<file path="config.mk">
export PLATFORM = sky130hd
export DESIGN_NAME = lock_hd_accumulator
export DESIGN_NICKNAME = d
export VERILOG_FILES = /design/src/rtl/lock_hd_accumulator.sv
export SDC_FILE = /design/constraint.sdc
export NUM_CORES = 1
export LEC_CHECK = 0
export CAP_MARGIN = 40
export CORE_MARGIN = 8
export CORE_UTILIZATION = 42
export DETAILED_ROUTE_END_ITERATION = 12
export GPL_TIMING_DRIVEN = 0
export HOLD_SLACK_MARGIN = 0.15
export PLACE_DENSITY_LB_ADDON = 0.1
export SYNTH_ARGS = -nofsm -noshare
export SYNTH_HDL_FRONTEND = slang
export SYNTH_SLANG_ARGS = --single-unit
</file>
<file path="constraint.sdc">
create_clock -name clk_i -period 6.5 [get_ports clk_i]
set_input_delay 1.3 -clock clk_i [delete_from_list [all_inputs] [get_ports clk_i]]
set_output_delay 1.3 -clock clk_i [all_outputs]
set_load 0.03 [all_outputs]
</file>
<file path="src/rtl/lock_hd_accumulator.sv">
// lock_hd_accumulator
//   Measurement stage behind the key-locked carry-lookahead adder. Each
//   accepted operand pair is checked against the locked adder's result:
//   the golden (DATA_W+1)-bit sum is XORed with result_i, and the set bits
//   of that difference are counted. Over a run of NUM_VECS vectors the
//   block reports how many vectors were wrong, the total and the largest
//   per-vector Hamming distance. There is one summary per applied key.
//
// Ports
//   clk_i, rst_i          clock, synchronous active-high reset
//   start_i               begin a new run (honoured in IDLE and DONE only)
//   valid_i               triple valid; accepted when valid_i && ready_o
//   add1_i, add2_i        operands fed to the locked adder
//   result_i              locked adder output, DATA_W+1 bits
//   ready_o               high in RUN
//   busy_o                high in RUN and DRAIN
//   done_o                high in DONE until the next start_i or rst_i
//   vec_cnt_o             vectors accepted this run
//   err_cnt_o             vectors with nonzero Hamming distance
//   hd_sum_o              saturating sum of Hamming distances
//   max_hd_o              largest per-vector Hamming distance
module lock_hd_accumulator #(
  parameter int DATA_W   = 32,
  parameter int NUM_VECS = 10000,
  parameter int CNT_W    = 16,
  parameter int SUM_W    = 24
) (
  input  logic              clk_i,
  input  logic              rst_i,
  input  logic              start_i,
  input  logic              valid_i,
  input  logic [DATA_W-1:0] add1_i,
  input  logic [DATA_W-1:0] add2_i,
  input  logic [DATA_W:0]   result_i,
  output logic              ready_o,
  output logic              busy_o,
  output logic              done_o,
  output logic [CNT_W-1:0]  vec_cnt_o,
  output logic [CNT_W-1:0]  err_cnt_o,
  output logic [SUM_W-1:0]  hd_sum_o,
  output logic [5:0]        max_hd_o
);

  localparam int RES_W = DATA_W + 1;
  localparam int HD_W  = 6;

  typedef enum logic [1:0] {IDLE, RUN, DRAIN, DONE} state_t;

  state_t            state_q;
  logic              accept;
  logic              last_vec;
  logic              clear;
  logic [2:1]        vld_pipe;   // [1]: diff_q valid, [2]: hd_q valid
  logic [RES_W-1:0]  diff_d, diff_q;
  logic [HD_W-1:0]   hd_d, hd_q;
  logic [SUM_W:0]    sum_ext;

  assign accept   = valid_i && (state_q == RUN);
  assign last_vec = accept && (vec_cnt_o == CNT_W'(NUM_VECS - 1));
  assign clear    = start_i && ((state_q == IDLE) || (state_q == DONE));

  // Zero-extended golden sum so a wrong carry-out shows up as bit DATA_W.
  assign diff_d = (({1'b0, add1_i} + {1'b0, add2_i}) ^ result_i);

  always_comb begin
    hd_d = '0;
    for (int i = 0; i < RES_W; i++) hd_d = hd_d + HD_W'(diff_q[i]);
  end

  // One spare bit catches the carry out of the accumulator for saturation.
  assign sum_ext = {1'b0, hd_sum_o} + (SUM_W + 1)'(hd_q);

  // Control FSM; status outputs are registered alongside the state.
  always_ff @(posedge clk_i) begin
    if (rst_i) begin
      state_q <= IDLE;
      ready_o <= 1'b0;
      busy_o  <= 1'b0;
      done_o  <= 1'b0;
    end else begin
      case (state_q)
        IDLE: if (start_i) begin
          state_q <= RUN;
          ready_o <= 1'b1;
          busy_o  <= 1'b1;
        end
        RUN: if (last_vec) begin
          state_q <= DRAIN;
          ready_o <= 1'b0;
        end
        // The last vector is still in stage 1 on entry; wait until it has
        // left stage 2 so its statistics are already folded in.
        DRAIN: if (!vld_pipe[1] && !vld_pipe[2]) begin
          state_q <= DONE;
          busy_o  <= 1'b0;
          done_o  <= 1'b1;
        end
        DONE: if (start_i) begin
          state_q <= RUN;
          ready_o <= 1'b1;
          busy_o  <= 1'b1;
          done_o  <= 1'b0;
        end
        default: state_q <= IDLE;
      endcase
    end
  end

  // Datapath: stage 1 diff, stage 2 popcount, stage 3 statistics.
  always_ff @(posedge clk_i) begin
    if (rst_i || clear) begin
      vld_pipe  <= '0;
      diff_q    <= '0;
      hd_q      <= '0;
      vec_cnt_o <= '0;
      err_cnt_o <= '0;
      hd_sum_o  <= '0;
      max_hd_o  <= '0;
    end else begin
      vld_pipe[1] <= accept;
      vld_pipe[2] <= vld_pipe[1];
      if (accept) begin
        diff_q    <= diff_d;
        vec_cnt_o <= vec_cnt_o + CNT_W'(1);
      end
      if (vld_pipe[1]) hd_q <= hd_d;
      if (vld_pipe[2]) begin
        if (hd_q != '0)      err_cnt_o <= err_cnt_o + CNT_W'(1);
        if (hd_q > max_hd_o) max_hd_o  <= hd_q;
        hd_sum_o <= sum_ext[SUM_W] ? {SUM_W{1'b1}} : sum_ext[SUM_W-1:0];
      end
    end
  end

endmodule

</file>
After elaboration in Yosys (flattened, before gate mapping)
Cells that the tools add are included.

Bits in registers: 108. Output and inout bits: 65.

Bitwise gates (word level): 1. Mux-type cells: 13. Equal/unequal tests: 8. Reductions and logical operators: 20. Order comparisons: 1. Add/sub/neg operators: 36.

Operators by type and width (number): adder 6 x 1 -> 6 bit (27); adder 32 x 32 -> 33 bit (1); bitwise XOR 33 bit (1); adder 16 x 1 -> 16 bit, second input constant (2); adder 24 x 6 -> 25 bit (1); two-way mux 24 bit (1); equality test 16 x 14 -> 1 bit, second input constant (1); AND reduction 3 bit (4); adder 5 x 1 -> 6 bit (1); > comparator 6 bit (1); two-way mux 2 bit (3); inequality test 2 bit, second input constant (3); one-hot mux 1 bit (2 select lines) (3); one-hot mux 2 bit (3 select lines) (1); nonzero test 2 bit (3); nonzero test 6 bit (1); adder 4 x 1 -> 5 bit (1); two-way mux 1 bit (5); adder 3 x 1 -> 4 bit (1); equality test 2 bit, second input constant (2); logical AND 1 bit (4); AND reduction 2 bit (2); adder 2 x 1 -> 3 bit (1); adder 1 x 1 -> 2 bit (1); other kinds (6) (8).

Depth between registers and ports, before layout
Gate-level depths: netlist (run 1).

Word-level depth: 32. Depth in mapped cells: 18. Mapped depth without buffers: 18.

Worst setup path before layout (run 1)
No wires, ideal clock.

Kind: register -> register. From: reg diff_q[17]. To: reg hd_q[4]. Cell stages (with the launch flop): 18. Setup time: 0.128 ns. Data arrival time: 4.509 ns. Required time: 6.372 ns. Slack: 1.864 ns. Path buffers: 0. Cells stage by stage: dfxtp_1 fa_1 inv_1 fa_1 inv_1 fa_1 inv_1 fa_1 fa_1 fa_1 fa_1 inv_1 fa_1 a21o_1 a21oi_1 xnor2_1 mux2i_1 nor2_1.

Longest elaborated chain between the ends: 16.

RTL lines: from (decl) (RTL line 54) `logic [RES_W-1:0] diff_d, diff_q;`; from (signal assigned) (RTL line 123) `diff_q <= diff_d;`; adder 6 x 1 -> 6 bit (16 in a row) (RTL line 67) `for (int i = 0; i < RES_W; i++) hd_d = hd_d + HD_W'(diff_q[i]);`; to (signal assigned) (RTL line 114) `hd_q <= '0;`; to (signal assigned) (RTL line 126) `if (vld_pipe[1]) hd_q <= hd_d;`; to (decl) (RTL line 55) `logic [HD_W-1:0] hd_d, hd_q;`.

No other way between the ends. A chain may end at the register's enable or synchronous reset.

Worst setup path after layout (run 1)
Ends and elaborated chain as after synthesis.

==> results by group, run 1 <==
Status
  • Status: completed

Critical path
  • RR Endpoint: hd_q[4]
  • CP arrival: 5070 ps
  • CP Launch Type: flip-flop
  • Crit path max fanout: 2
  • Reg2Reg Depth: 17
  • Crit end category: flip-flop
  • CP required: 6720 ps
  • Critical path type: reg -> reg
  • Reg-to-reg startpoint: diff_q[17]
  • Worst R2R Setup Slack: 1650 ps

Power
  • Power per standard cell area: 235.6 nW/um2
  • VDD IR-drop max: 151.6 uV
  • Leak: 3.786 nW

Synth
  • Asr flop ratio synth: 0%
  • Synth top cells by count: dfxtp_1 (108), nor2_1 (89), a21oi_1 (78)
  • Synthesized net count: 1105
  • Warnings, synthesis: 0
  • Synth Flop Type: dfxtp_1
  • Unique masters post-synth: 62
  • Seq/Total Area, Yosys: 28.63%
  • Yosys reg bits: 108
  • Dominant cell type by area after synthesis: dfxtp_1
  • Syn Area/Cell: 8.209 um2
  • Most common cell in the netlist: dfxtp_1
  • Post-synthesis instance total: 920
  • Mapped Area: 7552 um2
  • Yosys top cell area share: 28.63%
  • Synth area leaders: dfxtp_1 (29%), ha_1 (9.4%), fa_1 (7.2%)
  • Post-synth EDFFs: 0

Clocking
  • Setup Fix Bufs, Post-CTS: 0
  • H-tree depth: 3
  • Cts hold-fix bufs: 0
  • Max clock buf depth: 2
  • Clk slew on worst S/H paths: 80 ps
  • Clock root cell: clkbuf_16
  • Post-CTS Resized: 0
  • Clk Latency, worst-skew pair: 350 ps
  • Num CTS Buffers: 9
  • CTS tree: yes
  • Sink Count: 108

Drt
  • Drt drc: 0
  • Vias: 6820
  • DRT iter0 DRCs: 348
  • DRT antenna net count: 0
  • Wire length per cell: 15.04 um
  • Drt via density: 5.128
  • Detailed-route wire length: 20000 um
  • Initial DRT Pass Iterations: 5

Finish
  • # diodes: 0
  • Nets: 1281
  • Multi-input gate area: 4981 um2
  • Share of cells above drive strength 1: 2.361%
  • Final Cell Area: 9776 um2
  • Area grow syn2layout: 29.44%
  • Sequential Area: 2162 um2
  • Fillers: 1715

Global route
  • Busiest grt layer: met2
  • GR Util met2: 30.52%
  • Initial antenna violation count: 0
  • Pin count of the biggest net entering global routing: 19
  • Overflow after GRT: 0
  • Met3 track demand over resource: 2.405%
  • GRT Overall Usage: 17.61%
  • GR Layer Usage met1: 22.79%
  • First-pass GRT wire length: 32590 um
  • Vias in the first global route: 6678

Worst hold path
  • Hold path start: diff_q[1]
  • Hold EP: diff_q[1]
  • Worst Hold Path Cells: 2
  • Hold crit path type: reg -> reg

Place
  • Placement Cell Area: 9490 um2
  • Port Buffers: 165
  • Hpwl dp: 16250 um
  • RePlAce Congestion: 0.8216

STA
  • Max-slew headroom: 47.40%
  • Clock Skew: 13.62 ps
  • RSZ-0062 raised after global routing: false
  • Final setup fails: 0
  • Worst slew pin tran: 789.0 ps
  • Crit path time final: 4851 ps
  • Setup TNS Final: 0 ps
  • Final Hold Viols: 0
  • Final Hold Slack: 469.1 ps
  • Fmax: 0.2061 GHz
  • Fin crit share: 74.63%
  • Slew Viols, Final: 0

Floorplanning
  • Die ar.: 22530 um2
  • IO Count: 166
  • Die span in y: 150.1 um
  • Site row count: 49
  • Initial Utilization: 42.48%
  • Width of the chip: 150.1 um
  • CORE AREA: 17780 um2

Flow run
  • Max cap viols: 0
critical path: stages (launching register included):
cell,delay [ps]
dfxtp_1,340
fa_1,540
inv_1,50
fa_1,500
inv_1,50
fa_1,470
inv_1,50
fa_1,470
fa_1,490
fa_1,510
fa_1,160
inv_1,60
fa_1,410
a21o_1,200
a21oi_1,170
xnor2_1,80
mux2i_1,130
nor2_1,50
layer usage:
layer	share of wire (%)	vias to the layer above
li1	-	3543
met1	47	3128
met2	48	136
met3	4.1	13
met4	0.98	0
met5	0	-
how the worst max path moves through the flow:
stage | startpoint | to | slack [ps] | depth (start not counted)
2_1_floorplan | diff_q[17] | hd_q[4] | 1860 | 17
3_3_place_gp | diff_q[17] | hd_q[4] | 1700 | 17
3_5_place_dp | diff_q[17] | hd_q[4] | 1640 | 17
4_1_cts | diff_q[17] | hd_q[4] | 1630 | 17
5_1_grt | diff_q[17] | hd_q[4] | 1410 | 17
6_report | diff_q[17] | hd_q[4] | 1650 | 17
kinds of logic after synthesis:
logic type               Yosys count  share of synthesized area (%)
multiplexers                      17                          2.286
AND/OR/NAND/NOR                  284                          17.74
adder cells (fa/ha/maj)           84                          16.60
buffers and inverters            109                          5.417
flip-flops                       108                          28.63
AO/OA/AOI/OAI                    228                          18.89
XOR/XNOR                          90                          10.44
power breakdown:
group          total (W)  leakage, nW  internal [W]  switching, W
sequential      0.000756        0.873      0.000715     0.0000412
combinational    0.00101         2.77      0.000422      0.000586
clock           0.000539        0.141      0.000275      0.000264
placed cells by master (no fill, tap or decap), drive strengths merged, types with 3 or more instances in the layout:
| cell | n |
|---|---|
| nand2b | 8 |
| xor2 | 39 |
| mux2i | 15 |
| clkbuf | 44 |
| o21a | 4 |
| or2 | 3 |
| inv | 76 |
| clkdlybuf4s50 | 165 |
| nand2 | 73 |
| o2111ai | 3 |
| clkinv | 3 |
| a21o | 22 |
| nor2b | 4 |
| and4 | 3 |
| nor4 | 6 |
| or3 | 12 |
| nand3 | 31 |
| o21ai | 53 |
| xnor2 | 51 |
| o211ai | 5 |
| fa | 27 |
| nand4 | 15 |
| a21oi | 79 |
| and2 | 5 |
| o22ai | 3 |
| nor3b | 3 |
| dfxtp | 108 |
| a31oi | 9 |
| nor3 | 15 |
| nor2 | 89 |
| ha | 57 |
| a211oi | 26 |
| o21bai | 4 |
| nor4b | 3 |
| o211a | 3 |
| and3 | 11 |
registers in the layout (all words and copies together) (netlist names):
name / flops
max_hd_o: 6
state_q: 2
vld_pipe: 2
err_cnt_o: 16
vec_cnt_o: 16
done_o: 1
hd_q: 6
busy_o: 1
hd_sum_o: 24
diff_q: 33
ready_o: 1
through the flow:
| step | std cells | worst slack (ps) | util (%) | total power (W) |
|---|---|---|---|---|
| floorplan | 920 | 1864 | - | 0.001477 |
| global placement | 1314 | 1705 | 53.38 | 0.001773 |
| detailed placement | 1314 | 1637 | 53.38 | 0.001806 |
| CTS | 1330 | 1626 | 54.98 | 0.002339 |
| global route | 1330 | 1408 | 54.98 | 0.002500 |
| finish | 1330 | 1649 | 54.98 | 0.002303 |
layout make-up:
type                            instances  share of cell area, %
Sequential cell                       108                  22.12
Inverter                               74                  2.841
Tap cell                              229                  2.931
Buffer                                 35                  1.344
Multi-Input combinational cell        703                  50.95
Clock inverter                          6                 0.4736
Clock buffer                           10                  2.445
Timing Repair Buffer                  165                  16.89
(Power assumes the default switching activity.)
==> run 2: changes to the inputs <==
==> constraint.sdc (replaced) <==
create_clock -name clk_i -period 5.05 [get_ports clk_i]
set_input_delay 1.01 -clock clk_i [delete_from_list [all_inputs] [get_ports clk_i]]
set_output_delay 1.01 -clock clk_i [all_outputs]
set_load 0.03 [all_outputs]
==> run 2 against run 1 <==
Against the previous run: first-iteration DRC count increased by 0.86%; count of clock-buffer cells in the layout unchanged; sequential power increased by 29%; power increased by 29%; combinational power increased by 30%; global-route usage unchanged; critical path type unchanged; critical endpoint unchanged.
==> results by group, run 2 (synthesis results as in run 1) <==
Critical path
  • Reg-to-reg startpoint: diff_q[17]
  • Worst-path cell chain: fa_1, inv_1, fa_1, inv_1, fa_1, inv_1, fa_1, fa_1, fa_1, fa_1, inv_1, fa_2, a21o_1, a21oi_1, xnor2_1, mux2i_1, nor2_1
  • CP required: 5270 ps
  • Critical path type: reg -> reg
  • Largest delay contributor family on the critical path: adder cells
  • CP bufs+invs: 4
  • Critical Path Source: diff_q[17]
  • Crit end category: flip-flop
  • Crit path max fanout: 2
  • Slowest stage cell, crit path: fa_1
  • CP peak stage delay: 540 ps
  • CP Launch Type: flip-flop
  • Crit-path most repeated cell: fa_1
  • CP arrival: 5010 ps

Clocking
  • Clk slew on worst S/H paths: 80 ps
  • CTS tree: yes
  • H-tree depth: 3
  • Sink Count: 108
  • Cts hold-fix bufs: 0
  • Clk Latency, worst-skew pair: 350 ps
  • Max clock buf depth: 2
  • Num CTS Buffers: 9
  • Clock root cell: clkbuf_16

STA
  • Setup TNS Final: 0 ps
  • Final setup fails: 0
  • Crit path time final: 4790 ps
  • RSZ-0062 raised after global routing: false
  • Fin crit share: 94.84%
  • Slew Viols, Final: 0
  • Max-slew headroom: 47.48%
  • Final Hold Viols: 0
  • Final worst slack: 260.5 ps
  • Clock Skew: 13.43 ps
  • Worst slew pin tran: 787.9 ps
  • Fmax: 0.2088 GHz

Global route
  • Pin count of the biggest net entering global routing: 19
  • Vias in the first global route: 6678
  • Initial antenna violation count: 0
  • GRT Overall Usage: 17.61%
  • Overflow after GRT: 0
  • First-pass GRT wire length: 32590 um

Finish
  • Nets: 1281
  • Area grow syn2layout: 29.47%
  • Number of flip-flops in the largest register: 33
  • Commonest non-fill, non-tap cells in the layout: clkdlybuf4s50_1 (165), dfxtp_1 (108), nor2_1 (89), a21oi_1 (78), inv_1 (74)
  • Sequential Area: 2162 um2
  • # diodes: 0
  • Top flop regs: diff_q (33), hd_sum_o (24)
  • Most common library cell in the layout ignoring fill and taps: clkdlybuf4s50_1
  • Fillers: 1714
  • Multi-input gate area: 4984 um2
  • Share of cells above drive strength 1: 2.452%
  • Most flops, register: diff_q

Power
  • VDD IR-drop max: 197.2 uV
  • Sw Ratio: 38.76%
  • Sequential power share: 32.7%
  • Psw: 0.001153 W
  • Power per standard cell area: 304.3 nW/um2
  • Internal Pwr Total: 0.001822 W
  • Clock network power share: 23.3%
  • Logic pwr share: 44.0%
  • Leak: 3.784 nW

Drt
  • Wire length per cell: 15.04 um
  • Detailed-route wire length: 20000 um
  • Drt drc: 0
  • DRT iter0 DRCs: 351
  • Initial DRT Pass Iterations: 5
  • Drt via density: 5.127
  • DRT antenna net count: 0
  • Vias: 6819

Worst hold path
  • Hold path start: diff_q[1]
  • Hold crit path type: reg -> reg

Status
  • Status: completed

Place
  • Dpl ws: 187.0 ps
  • Port Buffers: 165
  • RePlAce Congestion: 0.8216
  • Hpwl dp: 16250 um

Floorplanning
  • CORE AREA: 17780 um2
  • IO Count: 166
  • Site row count: 49
  • Initial Utilization: 42.48%
  • Die span in y: 150.1 um
  • Width of the chip: 150.1 um
  • Die ar.: 22530 um2

Flow run
  • Max cap viols: 0
==> run 2: cell counts in the layout (fill, tap and decap cells not counted) <==
No cell type changed its count.
==> run 2: area by class of cell <==
cell class              instances  share of cell area, %
clock buffers                  10                  2.444
flip-flops and latches        108                  22.11
repair buffers                165                  16.89
inverters                      74                  2.841
well taps                     229                  2.930
clock inverters                 6                 0.4734
multi-input cells             703                  50.97
plain buffers                  35                  1.344
==> run 2: per-layer routing <==
layer	wire [um]	global-route usage [%]
met5	0	0
met4	196	4.048
met3	796	2.405
met1	9449	22.79
met2	9557	30.52
==> run 2: repair_timing <==
action | CTS | global route
gates resized for setup | 0 | 1
endpoints found under the setup margin | 0 | 1
buffers inserted | 0 | 0
==> run 2: metrics by stage <==
| step | area [um2] | std cells | util (%) | hold slack (ps) | total power [W] |
|---|---|---|---|---|---|
| 2_1_floorplan | 7552 | 920 | - | 431.9 | 0.001901 |
| 3_3_place_gp | 9490 | 1314 | 53.38 | 446.0 | 0.002282 |
| 3_5_place_dp | 9490 | 1314 | 53.38 | 456.3 | 0.002325 |
| 4_1_cts | 9776 | 1330 | 54.98 | 466.4 | 0.003011 |
| 5_1_grt | 9778 | 1330 | 55.00 | 492.1 | 0.003228 |
| 6_report | 9778 | 1330 | 55.00 | 469.3 | 0.002976 |
==> run 2: worst paths after layout <==
kind                     to  slack [ps]  depth (start not counted)
hold reg to reg   diff_q[1]         470                          2
setup reg to reg    hd_q[4]         260                         17
setup / recovery    hd_q[4]         260                         17
hold / removal    diff_q[1]         470                          2
==> run 2: power by group through the flow <==
stage,sequential [W],combinational [W],clock [W]
after global placement,0.000992,0.00129,0
final,0.000973,0.00131,0.000694
after CTS,0.000974,0.00133,0.000707
after floorplan,0.00100,0.000899,0
after detailed placement,0.000994,0.00133,0
after global routing,0.000983,0.00150,0.000743
==> run 2: worst register-to-register path, cell delays in order, from the launching register on <==
cell and delay (ps):
dfxtp_1 340, fa_1 540, inv_1 50, fa_1 500
inv_1 50, fa_1 470, inv_1 50, fa_1 470
fa_1 490, fa_1 510, fa_1 160, inv_1 60
fa_2 350, a21o_1 190, a21oi_1 170, xnor2_1 80
mux2i_1 130, nor2_1 50
==> run 3: changes to the inputs <==
--- a/config.mk
+++ b/config.mk
@@ -9,7 +9,6 @@
 export CORE_MARGIN = 8
 export CORE_UTILIZATION = 42
 export DETAILED_ROUTE_END_ITERATION = 12
-export GPL_TIMING_DRIVEN = 0
 export HOLD_SLACK_MARGIN = 0.15
 export PLACE_DENSITY_LB_ADDON = 0.1
 export SYNTH_ARGS = -nofsm -noshare
==> run 3 against run 2 <==
Against the previous run: utilization down 0.43 points; critical path depth did not move; global-route usage shrank 1.1 points; worst hold slack worse by 6.9 ps; design area shrank 0.78%; critical path type unchanged.
==> results by group, run 3 (synthesis results as in run 1) <==
Power
  • Clock network power share: 24.0%
  • Internal Pwr Total: 0.001811 W
  • Leak: 3.775 nW
  • Logic pwr share: 42.5%
  • Psw: 0.001096 W
  • Power per standard cell area: 299.6 nW/um2
  • VDD IR-drop max: 169.6 uV
  • Sequential power share: 33.5%
  • Sw Ratio: 37.69%

STA
  • RSZ-0062 raised after global routing: false
  • Max-slew headroom: 48.30%
  • Slew Viols, Final: 0
  • Fin crit share: 94.15%
  • Fmax: 0.2103 GHz
  • Final setup fails: 0
  • Clock Skew: 13.77 ps
  • Final Hold Slack: 462.5 ps
  • Setup TNS Final: 0 ps
  • Final Hold Viols: 0
  • Crit path time final: 4754 ps
  • Worst slew pin tran: 775.5 ps

Critical path
  • Worst-path cell chain: fa_1, inv_1, fa_1, inv_1, fa_1, inv_1, fa_1, fa_1, fa_1, fa_1, inv_1, fa_1, a21o_1, a21oi_1, xnor2_1, mux2i_1, nor2_1
  • CP required: 5300 ps
  • Crit-path most repeated cell: fa_1
  • CP bufs+invs: 4
  • Crit path max fanout: 2
  • Reg-to-reg startpoint: diff_q[17]
  • Slowest stage cell, crit path: fa_1
  • RR Endpoint: hd_q[4]
  • CP peak stage delay: 530 ps
  • Critical path type: reg -> reg
  • Largest delay contributor family on the critical path: adder cells
  • Worst R2R Setup Slack: 300 ps
  • CP Launch Type: flip-flop
  • Crit end category: flip-flop
  • Reg2Reg Depth: 17
  • CP arrival: 5000 ps

Clocking
  • Clk Latency, worst-skew pair: 360 ps
  • Setup Fix Bufs, Post-CTS: 0
  • Num CTS Buffers: 9
  • Post-CTS Resized: 0
  • Cts hold-fix bufs: 0
  • CTS tree: yes
  • Sink Count: 108
  • Clk slew on worst S/H paths: 80 ps
  • H-tree depth: 3
  • Clock root cell: clkbuf_16
  • Max clock buf depth: 2

Drt
  • Drt via density: 5.128
  • Detailed-route wire length: 18560 um
  • Drt drc: 0
  • DRT iter0 DRCs: 328
  • Vias: 6667
  • Initial DRT Pass Iterations: 5
  • DRT antenna net count: 0
  • Wire length per cell: 14.28 um

Worst hold path
  • Worst Hold Path Cells: 2
  • Hold path start: diff_q[1]
  • Hold crit path type: reg -> reg
  • Hold EP: diff_q[1]

Floorplanning
  • Site row count: 49
  • CORE AREA: 17780 um2
  • Die ar.: 22530 um2
  • Width of the chip: 150.1 um
  • Initial Utilization: 42.48%
  • IO Count: 166
  • Die span in y: 150.1 um

Place
  • RePlAce Congestion: 0.8362
  • Hpwl dp: 14940 um
  • Port Buffers: 165

Global route
  • Vias in the first global route: 6546
  • Overflow after GRT: 0
  • First-pass GRT wire length: 30740 um
  • GRT Overall Usage: 16.55%
  • Initial antenna violation count: 0
  • Pin count of the biggest net entering global routing: 58

Flow run
  • Max cap viols: 0

Finish
  • Sequential Area: 2162 um2
  • Nets: 1251
  • # diodes: 0
  • Top flop regs: diff_q (33), hd_sum_o (24)
  • Number of flip-flops in the largest register: 33
  • Area grow syn2layout: 28.46%
  • Most flops, register: diff_q
  • Most common library cell in the layout ignoring fill and taps: clkdlybuf4s50_1
  • Fillers: 1730
  • Multi-input gate area: 4987 um2
  • Share of cells above drive strength 1: 3.175%
  • Commonest non-fill, non-tap cells in the layout: clkdlybuf4s50_1 (165), dfxtp_1 (108), nor2_1 (89), a21oi_1 (77), inv_1 (74)

Status
  • Status: completed
[run 3: final cells by class]
cell class / instances / area share (%)
clock buffers: 10 / 2.463
flip-flops and latches: 108 / 22.29
clock inverters: 6 / 0.5803
repair buffers: 170 / 17.45
multi-input cells: 703 / 51.41
well taps: 229 / 2.953
inverters: 74 / 2.863
[run 3: metal layers]
metal | part of all wire [%] | vias to the layer above | wire length (um) | GRT usage, %
li1 | - | 3478 | - | -
met1 | 46 | 3036 | 8626 | 21.26
met2 | 48 | 142 | 8899 | 28.06
met3 | 4.2 | 11 | 776 | 2.314
met4 | 1.4 | 0 | 262 | 5.447
met5 | 0 | - | 0 | 0
[run 3: power by group through the flow]
stage | combinational [W] | clock, W | sequential, W
2_1_floorplan | 0.000899 | 0 | 0.00100
3_3_place_gp | 0.00123 | 0 | 0.000993
3_5_place_dp | 0.00126 | 0 | 0.000996
4_1_cts | 0.00126 | 0.000721 | 0.000976
5_1_grt | 0.00142 | 0.000761 | 0.000985
6_report | 0.00124 | 0.000697 | 0.000974
[run 3: worst max-delay path by stage]
stage / end / from / slack, ps / depth (start not counted)
final: hd_q[4] / diff_q[17] / 300 / 17
after global routing: hd_q[4] / diff_q[17] / 70 / 17
after CTS: hd_q[4] / diff_q[17] / 270 / 17
after detailed placement: hd_q[4] / diff_q[17] / 290 / 17
after global placement: hd_q[4] / diff_q[17] / 330 / 17
after floorplan: hd_q[4] / diff_q[17] / 410 / 17
[run 3: stage by stage]
stage	power (W)	instances	area [um2]	util, %	setup slack, ps
CTS	0.002962	1300	9702	54.57	271.2
detailed placement	0.002257	1284	9407	52.91	286.4
global route	0.003167	1300	9702	54.57	69.78
global placement	0.002220	1283	9395	52.84	326.2
floorplan	0.001901	920	7552	-	413.7
finish	0.002907	1300	9702	54.57	295.7
[run 3: worst min-delay path: stages, from the launching register on]
cell and delay [ps]:
dfxtp_1 310, nand2_1 50, a21oi_1 50
